`src/rtl/fp_normalize_pipe.sv`:
```
// rtl/fp_normalize_pipe.sv - two-stage floating-point normaliser with valid/ready handshake
// Stage 1 captures the operand and leading-zero count; stage 2 forms the packed result and flags.
module fp_normalize_pipe #(
  parameter int EXP_W = 8,
  parameter int MAN_W = 23
) (
  input  logic                   CLK,
  input  logic                   RST,
  input  logic                   in_valid,
  output logic                   in_ready,
  input  logic [MAN_W+1:0]       M,
  input  logic [EXP_W-1:0]       E,
  input  logic                   S,
  output logic                   out_valid,
  input  logic                   out_ready,
  output logic [EXP_W+MAN_W:0]   Z,
  output logic                   OF,
  output logic                   UF,
  output logic                   ZR
);
  localparam int LW = $clog2(MAN_W + 2);
  localparam int CW = ((EXP_W > LW) ? EXP_W : LW) + 1;
  localparam logic [CW-1:0] C_EXP_MAX = {{(CW-EXP_W){1'b0}}, {EXP_W{1'b1}}};

  logic              w_advance;
  logic [LW-1:0]     w_lzc;

  logic              r1_valid;
  logic              r1_carry;
  logic [MAN_W:0]    r1_m;
  logic [EXP_W-1:0]  r1_e;
  logic              r1_s;
  logic [LW-1:0]     r1_l;

  logic              r2_valid;
  logic [EXP_W+MAN_W:0] r2_z;
  logic              r2_of;
  logic              r2_uf;
  logic              r2_zr;

  logic [CW-1:0]     w_e_ext;
  logic [CW-1:0]     w_l_ext;
  logic [CW-1:0]     w_exp;
  logic [MAN_W-1:0]  w_shifted;
  logic [MAN_W-1:0]  w_frac;
  logic              w_m_zero;
  logic              w_under;
  logic              w_over;
  logic [EXP_W+MAN_W:0] w_z;
  logic              w_of;
  logic              w_uf;
  logic              w_zr;

  assign w_advance = !r2_valid | out_ready;
  // Reset forces readiness so upstream never stalls while the pipe is being cleared.
  assign in_ready  = w_advance | RST;

  always_comb begin
    w_lzc = LW'(MAN_W + 1);
    for (int i = 0; i <= MAN_W; i++) begin
      if (M[i]) w_lzc = LW'(MAN_W - i);
    end
  end

  always_ff @(posedge CLK) begin
    if (RST) begin
      r1_valid <= 1'b0;
    end else if (w_advance) begin
      r1_valid <= in_valid;
      r1_carry <= M[MAN_W+1];
      r1_m     <= M[MAN_W:0];
      r1_e     <= E;
      r1_s     <= S;
      r1_l     <= w_lzc;
    end
  end

  assign w_e_ext   = CW'(r1_e);
  assign w_l_ext   = CW'(r1_l);
  assign w_shifted = MAN_W'(r1_m << r1_l);
  assign w_m_zero  = !r1_carry && (r1_m == '0);
  assign w_under   = !r1_carry && (w_l_ext >= w_e_ext);

  always_comb begin
    if (r1_carry) begin
      w_exp  = w_e_ext + CW'(1);
      w_frac = r1_m[MAN_W:1];
    end else begin
      w_exp  = w_e_ext - w_l_ext;
      w_frac = w_shifted;
    end
  end

  // An all-ones input exponent overflows even when the shifted exponent would underflow.
  assign w_over = (&r1_e) || (!w_under && (w_exp >= C_EXP_MAX));

  always_comb begin
    w_z  = {r1_s, w_exp[EXP_W-1:0], w_frac};
    w_of = 1'b0;
    w_uf = 1'b0;
    w_zr = 1'b0;
    if (w_m_zero) begin
      w_z  = {r1_s, {(EXP_W+MAN_W){1'b0}}};
      w_zr = 1'b1;
    end else if (w_over) begin
      w_z  = {r1_s, {EXP_W{1'b1}}, {MAN_W{1'b0}}};
      w_of = 1'b1;
    end else if (w_under) begin
      w_z  = {r1_s, {(EXP_W+MAN_W){1'b0}}};
      w_uf = 1'b1;
      w_zr = 1'b1;
    end
  end

  always_ff @(posedge CLK) begin
    if (RST) begin
      r2_valid <= 1'b0;
      r2_z     <= '0;
      r2_of    <= 1'b0;
      r2_uf    <= 1'b0;
      r2_zr    <= 1'b0;
    end else if (w_advance) begin
      r2_valid <= r1_valid;
      r2_z     <= w_z;
      r2_of    <= w_of;
      r2_uf    <= w_uf;
      r2_zr    <= w_zr;
    end
  end

  assign out_valid = r2_valid;
  assign Z         = r2_z;
  assign OF        = r2_of;
  assign UF        = r2_uf;
  assign ZR        = r2_zr;
endmodule

```
`config.mk`:
```
export PLATFORM = sky130hd
export DESIGN_NAME = fp_normalize_pipe
export DESIGN_NICKNAME = d
export VERILOG_FILES = /design/src/rtl/fp_normalize_pipe.sv
export SDC_FILE = /design/constraint.sdc
export NUM_CORES = 1
export LEC_CHECK = 0
export BUFFER_PORTS_ARGS = -buffer_cell sky130_fd_sc_hd__buf_2
export CAP_MARGIN = 20
export CORE_ASPECT_RATIO = 1.75
export CORE_MARGIN = 8
export CORE_UTILIZATION = 25
export CTS_BUF_LIST = sky130_fd_sc_hd__clkbuf_8 sky130_fd_sc_hd__clkbuf_16
export DETAILED_ROUTE_END_ITERATION = 8
export HOLD_SLACK_MARGIN = 0.15
export PLACE_DENSITY = 0.55
export SYNTH_ARGS = -nofsm -noshare
export SYNTH_HDL_FRONTEND = slang
export SYNTH_SLANG_ARGS = --single-unit
```
`constraint.sdc`:
```
create_clock -name CLK -period 4.06 [get_ports CLK]
set_input_delay 0.812 -clock CLK [delete_from_list [all_inputs] [get_ports CLK]]
set_output_delay 0.812 -clock CLK [all_outputs]
set_load 0.05 [all_outputs]
```
==> results.cfg, run 1 <==
[cts]
cts_hold_buf = 0
h-tree-depth = 3
clk_latency_ps = 340
clock_sinks = 76
cts-resized-gates = 0
cts.clk_slew.worst_paths_ps = 50
postCtsSetupBuffers = 0
tritoncts = yes
clk_path_buf_depth = 2
cts_root_buf = clkbuf_16
cts_inserted_buffers = 9

[critical_path]
arrival_ps = 3350
worst_path_max_delay_cell = a311o_4
r2r-start = r1_e[0]$_DFFE_PP_
r2r_end = Z[0]$_SDFFE_PP0N_
path_class = reg -> reg
rr_worst_depth = 11
ff2ff_setup_slack_ps = 910
endpoint_kind = flip-flop
startpoint = r1_e[0]$_DFFE_PP_
cpMostUsedCell = inv_1
cpPeakStageDelay_ps = 530
crit_chain = inv_1, ha_1, inv_1, fa_1, a211o_1, o21ai_1, xnor2_1, mux2i_1, nor4_1, a311o_4, o21ai_0
critPathLaunchType = flip-flop
critPathRequiredTime_ps = 4260
cp_max_fo = 23

[global_route]
grt_max_degree = 43
gr-total-overflow = 0
grt_pass1_wl_mm = 20.4
antenna_found_initial = 0
grtUsageTotal_pct = 12.1
grt_pass1_vias = 3757

[final_layout]
fin_nets = 566
layout_common_cells = 74 x buf_2, 71 x nand2_1, 39 x nor2_1, 39 x edfxtp_1, 37 x dfxtp_1
antennaDiodeCount = 0
area_growth_pct = 21.5
final_common_cell = buf_2
fillCellCount = 1860
drive_above_1_share_pct = 26.0

[placement]
place.port_buffers = 74
gp_congestion = 0.869
dp_hpwl_mm = 10.5

[route]
wirelength_mm = 13.1
drc = 0
firstDrtPassIters = 4
drtIter0Drc = 169
dr_total_vias = 3703
routedWlPerCell_um = 17.3
ant_nets = 0
vias_per_cell = 4.89

[sta]
max_freq_mhz = 317
tightest_slew_ps = 1020
whs_ps = 440
rsz0062_at_grt = no
max_slew_margin_pct = 31.7
period_needed_ps = 3150
hold_viol = 0
setup_viol = 0
fin_worst_skew_ps = 6.22
maxSlewViolCount = 0
setup_tns_ps = 0
final.period_utilization_pct = 77.6

[pwr]
power_density_mw_per_mm2 = 421
ir_worst_vdd_mv = 0.151
leakage_nw = 2.09
finalPower_mw = 2.24

[synth]
yosysUniqueCellTypes = 49
synth_ff_type = edfxtp_1
synth_nets = 495
synth_area_mm2 = 0.00437
synth.avg_cell_area_um2 = 9.72
yosysWarnings = 0
async_flop_share_pct = 0
ys_seq_area_share_pct = 43.7
netlist_instances = 450
synth-edff-count = 39
ys_seq_elements = 76

[floorplanning]
ioPinCount = 75
core_mm2 = 0.0173
rows = 64
start_util_pct = 25.3
dieArea_mm2 = 0.0222
die_y_um = 191
die_w_um = 116

[worst_hold_path]
hp-class = reg -> reg
hold_path_end = ZR$_SDFFE_PP0N_
min_from = ZR$_SDFFE_PP0N_
holdPathStages = 2

[flow_run]
drv_cap = 0

[outcome]
status = finished, final reports clean
## through the flow
stage                     setup slack, ps  util [%]  cells  area (µm²)
final                                 910      30.7    757        5310
after global routing                  676      30.7    757        5310
after CTS                             887      30.7    757        5310
after detailed placement              909      28.9    741        5000
after global placement               1050      28.9    741        5000
after floorplan                       696         -    450        4380
## synth_stat cells, types with 2 or more instances
cell type / n / area, µm²
buf_2: 6 / 30.0
edfxtp_1: 39 / 1170
nand3_1: 7 / 35.0
o21ai_0: 26 / 130
xor2_1: 4 / 35.0
o31ai_1: 3 / 22.5
buf_6: 3 / 33.8
o41ai_1: 2 / 17.5
clkbuf_1: 13 / 48.8
dfxtp_1: 37 / 741
a221oi_1: 5 / 43.8
a31oi_1: 5 / 31.3
o22ai_1: 2 / 12.5
nor3_1: 10 / 50.1
o21ai_2: 15 / 131
mux2_2: 6 / 67.6
a22oi_1: 19 / 143
nand2b_1: 3 / 18.8
nor2b_1: 6 / 37.5
mux4_2: 14 / 315
buf_1: 2 / 7.51
o21ai_1: 6 / 30.0
xnor2_1: 5 / 43.8
nor4_1: 11 / 68.8
nand2_1: 71 / 267
nor2_1: 39 / 146
ha_1: 6 / 75.1
and3_1: 3 / 18.8
mux2i_1: 22 / 220
a21oi_1: 22 / 110
inv_1: 15 / 56.3
a211oi_1: 6 / 45.0
## power by group
group | internal (mW) | leakage, nW | switching, mW
clock | 0.529 | 0.155 | 0.292
sequential | 0.869 | 0.687 | 0.0520
combinational | 0.170 | 1.25 | 0.325
## registers in the layout, indices dropped and copies added, names as in the netlist
name,flops
r1_e,8
r1_valid,1
r1_m,24
Z,32
r1_s,1
OF,1
r1_l,5
r1_carry,1
out_valid,1
UF,1
ZR,1
## critical path: cells and delay by family, from the launching register on
| family | cells | cell delay, ps |
|---|---|---|
| AO/OA/AOI/OAI | 4 | 1090 |
| adder cells (fa/ha/maj) | 2 | 550 |
| multiplexers | 1 | 110 |
| buffers and inverters | 2 | 160 |
| XOR/XNOR | 1 | 150 |
| flip-flops | 1 | 440 |
| AND/OR/NAND/NOR | 1 | 490 |
## how the worst max path moves through the flow
stage,end,cells after the start,slack (ps)
3_5_place_dp,Z[0]$_SDFFE_PP0N_,11,910
6_report,Z[0]$_SDFFE_PP0N_,11,910
3_3_place_gp,Z[1]$_SDFFE_PP0N_,11,1050
4_1_cts,Z[0]$_SDFFE_PP0N_,11,890
2_1_floorplan,Z[4]$_SDFFE_PP0N_,8,700
5_1_grt,Z[0]$_SDFFE_PP0N_,11,680
## cell type report
type                            instances  area, µm²  share of cell area [%]
Clock buffer                            9        225                    4.24
Clock inverter                          7       83.8                    1.58
Inverter                               15       56.3                    1.06
Tap cell                              231        289                    5.44
Sequential cell                        76       1910                    36.0
Timing Repair Buffer                   84        445                    8.38
Multi-Input combinational cell        335       2300                    43.3
## routing by layer
metal,routed length [µm],share of wire (%),GRT usage (%)
met1,4900,37,12.2
met3,645,4.9,2.56
met2,6970,53,21.6
met4,594,4.5,8.38
met5,0,0,0
## cells by family (layout without fill, tap and decap cells)
| group | after synthesis | after routing | share of synthesized area, % |
|---|---|---|---|
| AOI/OAI and AO/OA | 123 | 123 | 19.1 |
| xor gates and xnor gates | 9 | 9 | 1.80 |
| adders and majority gates | 7 | 7 | 2.17 |
| buffers and inverters | 39 | 115 | 4.03 |
| DFF | 76 | 76 | 43.7 |
| muxes | 42 | 42 | 13.8 |
| and+or+nand+nor | 154 | 154 | 15.4 |
Power figures use the tool's default switching activity.
==> run 2: changes to the inputs <==
--- a/config.mk
+++ b/config.mk
@@ -13,7 +13,7 @@
 export CTS_BUF_LIST = sky130_fd_sc_hd__clkbuf_8 sky130_fd_sc_hd__clkbuf_16
 export DETAILED_ROUTE_END_ITERATION = 8
 export HOLD_SLACK_MARGIN = 0.15
-export PLACE_DENSITY = 0.55
+export PLACE_DENSITY = 0.54
 export SYNTH_ARGS = -nofsm -noshare
 export SYNTH_HDL_FRONTEND = slang
 export SYNTH_SLANG_ARGS = --single-unit
==> constraint.sdc (replaced) <==
create_clock -name CLK -period 3.1 [get_ports CLK]
set_input_delay 0.62 -clock CLK [delete_from_list [all_inputs] [get_ports CLK]]
set_output_delay 0.62 -clock CLK [all_outputs]
set_load 0.05 [all_outputs]
==> results.cfg, run 2 (synthesis gave the netlist of run 1 again) <==
[outcome]
status = finished, final reports clean

[global_route]
grt_pass1_wl_mm = 20.4
grt_max_degree = 43
antenna_found_initial = 0
grt_pass1_vias = 3805
grtUsageTotal_pct = 12.0
gr-total-overflow = 0

[cts]
cts_inserted_buffers = 9
cts.clk_slew.worst_paths_ps = 50
clock_sinks = 76
cts_root_buf = clkbuf_16
cts_hold_buf = 0
clk_path_buf_depth = 2
clk_latency_ps = 340
tritoncts = yes
h-tree-depth = 3

[floorplanning]
core_mm2 = 0.0173
rows = 64
die_w_um = 116
die_y_um = 191
dieArea_mm2 = 0.0222
ioPinCount = 75
start_util_pct = 25.3

[critical_path]
cp_max_fo = 10
critPathTopFamily = compound AO/OA/AOI/OAI gates
arrival_ps = 3130
endpoint_kind = flip-flop
worst_path_max_delay_cell = edfxtp_1
cpPeakStageDelay_ps = 440
cpMostUsedCell = inv_1
critPathLaunchType = flip-flop
critPathRequiredTime_ps = 3320
crit_chain = inv_1, ha_1, inv_1, fa_1, a211o_1, o21ai_1, xnor2_1, mux2i_1, nor4_4, a311o_2, buf_12, o21ai_2
path_class = reg -> reg
crit_buf_inv = 3

[route]
ant_nets = 0
wirelength_mm = 13.5
vias_per_cell = 4.95
drtIter0Drc = 150
firstDrtPassIters = 4
routedWlPerCell_um = 17.6
dr_total_vias = 3791
drc = 0

[sta]
rsz0062_at_grt = no
worst_slack_ps = 192
fin_worst_skew_ps = 9.04
setup_viol = 0
setup_tns_ps = 0
final.period_utilization_pct = 93.8
max_slew_margin_pct = 54.6
period_needed_ps = 2910
maxSlewViolCount = 0
tightest_slew_ps = 676
hold_viol = 0
max_freq_mhz = 344

[pwr]
ir_worst_vdd_mv = 0.235
leakage_nw = 2.13
power_density_mw_per_mm2 = 533
finalPower_mw = 2.87

[placement]
gp_congestion = 0.865
place.port_buffers = 74
post-place-ws_ps = 2.98
dp_hpwl_mm = 10.5
dp_cells = 747

[final_layout]
largest_reg_flops = 32
fillCellCount = 1857
layout_common_cells = 74 x buf_2, 71 x nand2_1, 39 x nor2_1, 39 x edfxtp_1, 37 x dfxtp_1
fin_nets = 575
area_growth_pct = 23.3
final_common_cell = buf_2
antennaDiodeCount = 0
final_cells = 766
drive_above_1_share_pct = 27.5

[worst_hold_path]
hp-class = reg -> reg

[flow_run]
drv_cap = 0
## run 2: report_power, final
part	internal, mW	switching, mW	leakage [nW]
Sequential	1.14	0.0618	0.687
Combinational	0.236	0.442	1.30
Clock	0.611	0.382	0.141
## run 2: layer usage
metal	track usage [%]	part of all wire (%)
met1	12.3	36
met2	21.3	54
met3	2.53	4.9
met4	8.08	4.8
met5	0	0
## run 2: worst paths after layout
check             slack (ps)  cells past startpoint                  to               from
setup / recovery         190                     12  Z[19]$_SDFFE_PP0N_  r1_e[0]$_DFFE_PP_
hold / removal           430                      2     ZR$_SDFFE_PP0N_    ZR$_SDFFE_PP0N_
setup reg to reg         190                     12  Z[19]$_SDFFE_PP0N_  r1_e[0]$_DFFE_PP_
hold reg to reg          430                      2     ZR$_SDFFE_PP0N_    ZR$_SDFFE_PP0N_
## run 2: worst reg2reg max path, stage by stage, from the launching register on
cell and delay [ps]:
edfxtp_1 440, inv_1 100, ha_1 160, inv_1 60, fa_1 410, a211o_1 300
o21ai_1 120, xnor2_1 140, mux2i_1 130, nor4_4 420, a311o_2 300, buf_12 150
o21ai_2 60
## run 2: what timing repair did
| action | 4_1_cts | 5_1_grt |
|---|---|---|
| buffers inserted | 0 | 1 |
| setup endpoints to repair | 0 | 23 |
| resized for setup | 0 | 2 |
## run 2: per-stage QoR
step	utilization (%)	instance area, µm²	hold WS [ps]
after floorplan	-	4390	436
after global placement	29.2	5050	431
after detailed placement	29.2	5050	430
after CTS	30.8	5330	438
after global routing	31.2	5390	450
final	31.2	5390	433
## run 2: layout make-up
cell class                      instances  area [µm²]  share of cell area (%)
Multi-Input combinational cell        337        2340                    43.4
Sequential cell                        76        1910                    35.5
Timing Repair Buffer                   91         510                    9.47
Tap cell                              231         289                    5.36
Clock buffer                            9         225                    4.18
Clock inverter                          7        58.8                    1.09
Inverter                               15        56.3                    1.04
==> run 3: changes to the inputs <==
--- a/config.mk
+++ b/config.mk
@@ -14,6 +14,7 @@
 export DETAILED_ROUTE_END_ITERATION = 8
 export HOLD_SLACK_MARGIN = 0.15
 export PLACE_DENSITY = 0.54
+export REMOVE_ABC_BUFFERS = 1
 export SYNTH_ARGS = -nofsm -noshare
 export SYNTH_HDL_FRONTEND = slang
 export SYNTH_SLANG_ARGS = --single-unit
==> results.cfg, run 3 (synthesis gave the netlist of run 1 again) <==
[critical_path]
cpPeakStageDelay_ps = 500
critPathLaunchType = flip-flop
r2r-start = r1_e[0]$_DFFE_PP_
critPathRequiredTime_ps = 3320
worst_path_max_delay_cell = nor4_4
arrival_ps = 3190
crit_buf_inv = 2
crit_chain = inv_1, ha_1, inv_1, fa_1, a211o_1, o21ai_1, xnor2_1, mux2i_1, nor4_4, a311o_2, o21ai_1
path_class = reg -> reg
r2r_end = Z[21]$_SDFFE_PP0N_
endpoint_kind = flip-flop
ff2ff_setup_slack_ps = 130
critPathTopFamily = compound AO/OA/AOI/OAI gates
rr_worst_depth = 11
cp_max_fo = 6

[sta]
max_slew_margin_pct = 53.4
worst_slack_ps = 133
rsz0062_at_grt = no
fin_worst_skew_ps = 5.18
period_needed_ps = 2970
setup_viol = 0
setup_tns_ps = 0
hold_viol = 0
max_freq_mhz = 337
tightest_slew_ps = 694
whs_ps = 440
maxSlewViolCount = 0
final.period_utilization_pct = 95.7

[worst_hold_path]
min_from = ZR$_SDFFE_PP0N_
hold_path_end = ZR$_SDFFE_PP0N_
hp-class = reg -> reg
holdPathStages = 2

[cts]
h-tree-depth = 3
cts_inserted_buffers = 9
cts_root_buf = clkbuf_16
clk_latency_ps = 340
cts.clk_slew.worst_paths_ps = 50
clock_sinks = 76
clk_path_buf_depth = 2
tritoncts = yes
cts_hold_buf = 0

[placement]
dp_cells = 747
gp_congestion = 0.903
place.port_buffers = 74
dp_hpwl_mm = 10.6
post-place-ws_ps = 20.3
post_dp_cell_area_mm2 = 0.00505

[floorplanning]
die_y_um = 191
start_util_pct = 25.3
core_mm2 = 0.0173
dieArea_mm2 = 0.0222
ioPinCount = 75
die_w_um = 116
rows = 64

[pwr]
leakage_nw = 2.14
finalPower_mw = 2.97
ir_worst_vdd_mv = 0.187
power_density_mw_per_mm2 = 548

[route]
drc = 0
wirelength_mm = 14.0
ant_nets = 0
vias_per_cell = 4.93
firstDrtPassIters = 4
dr_total_vias = 3779
drtIter0Drc = 297
routedWlPerCell_um = 18.3

[final_layout]
layout_common_cells = 74 x buf_2, 71 x nand2_1, 39 x nor2_1, 39 x edfxtp_1, 37 x dfxtp_1
drive_above_1_share_pct = 27.5
area_growth_pct = 23.8
largest_reg_flops = 32
final_cells = 766
fin_util_pct = 31.3
final_common_cell = buf_2
fin_nets = 575
antennaDiodeCount = 0
fin_area_mm2 = 0.00542

[flow_run]
drv_cap = 0

[global_route]
met1_usage_pct = 12.7
antenna_found_initial = 0
grt_pass1_vias = 3900
use_met2_pct = 23.1
grtUsageTotal_pct = 12.5
grt_pass1_wl_mm = 21.0
busiest_layer = met2
grt_max_degree = 43
use_met3_pct = 2.72
gr-total-overflow = 0

[outcome]
status = finished, final reports clean
[run 3: timing repair]
item | CTS | global route
setup endpoints to repair | 0 | 23
gates resized for setup | 0 | 2
setup buffers | 0 | 1
[run 3: how the worst max path moves through the flow]
stage	end	cells past startpoint	slack, ps	from
2_1_floorplan	Z[0]$_SDFFE_PP0N_	6	-1060	out_ready
6_report	Z[21]$_SDFFE_PP0N_	11	130	r1_e[0]$_DFFE_PP_
3_5_place_dp	Z[1]$_SDFFE_PP0N_	11	20	r1_e[0]$_DFFE_PP_
3_3_place_gp	Z[0]$_SDFFE_PP0N_	11	80	r1_e[0]$_DFFE_PP_
5_1_grt	Z[21]$_SDFFE_PP0N_	11	30	r1_e[0]$_DFFE_PP_
4_1_cts	Z[1]$_SDFFE_PP0N_	11	9	r1_e[0]$_DFFE_PP_
[run 3: final cells by class]
type | instances | area, µm²
fillers | 1863 | 11900
multi-input cells | 337 | 2340
flip-flops and latches | 76 | 1910
repair buffers | 91 | 510
well taps | 231 | 289
clock buffers | 9 | 225
clock inverters | 7 | 83.8
inverters | 15 | 56.3
[run 3: where the power goes]
part           total [mW]  internal [mW]  switching [mW]
Sequential           1.20           1.14          0.0631
Clock                1.08          0.693           0.391
Combinational       0.684          0.236           0.448
Total                2.97           2.07           0.902
[run 3: metal layers]
metal | part of all wire, % | vias up
li1 | - | 1848
met2 | 56 | 97
met5 | 0 | -
met4 | 3.8 | 0
met3 | 4.6 | 21
met1 | 36 | 1813
[run 3: worst register-to-register path, stage by stage, from the launching register on]
cell	delay, ps
edfxtp_1	440
inv_1	120
ha_1	160
inv_1	50
fa_1	400
a211o_1	300
o21ai_1	100
xnor2_1	130
mux2i_1	130
nor4_4	500
a311o_2	420
o21ai_1	110
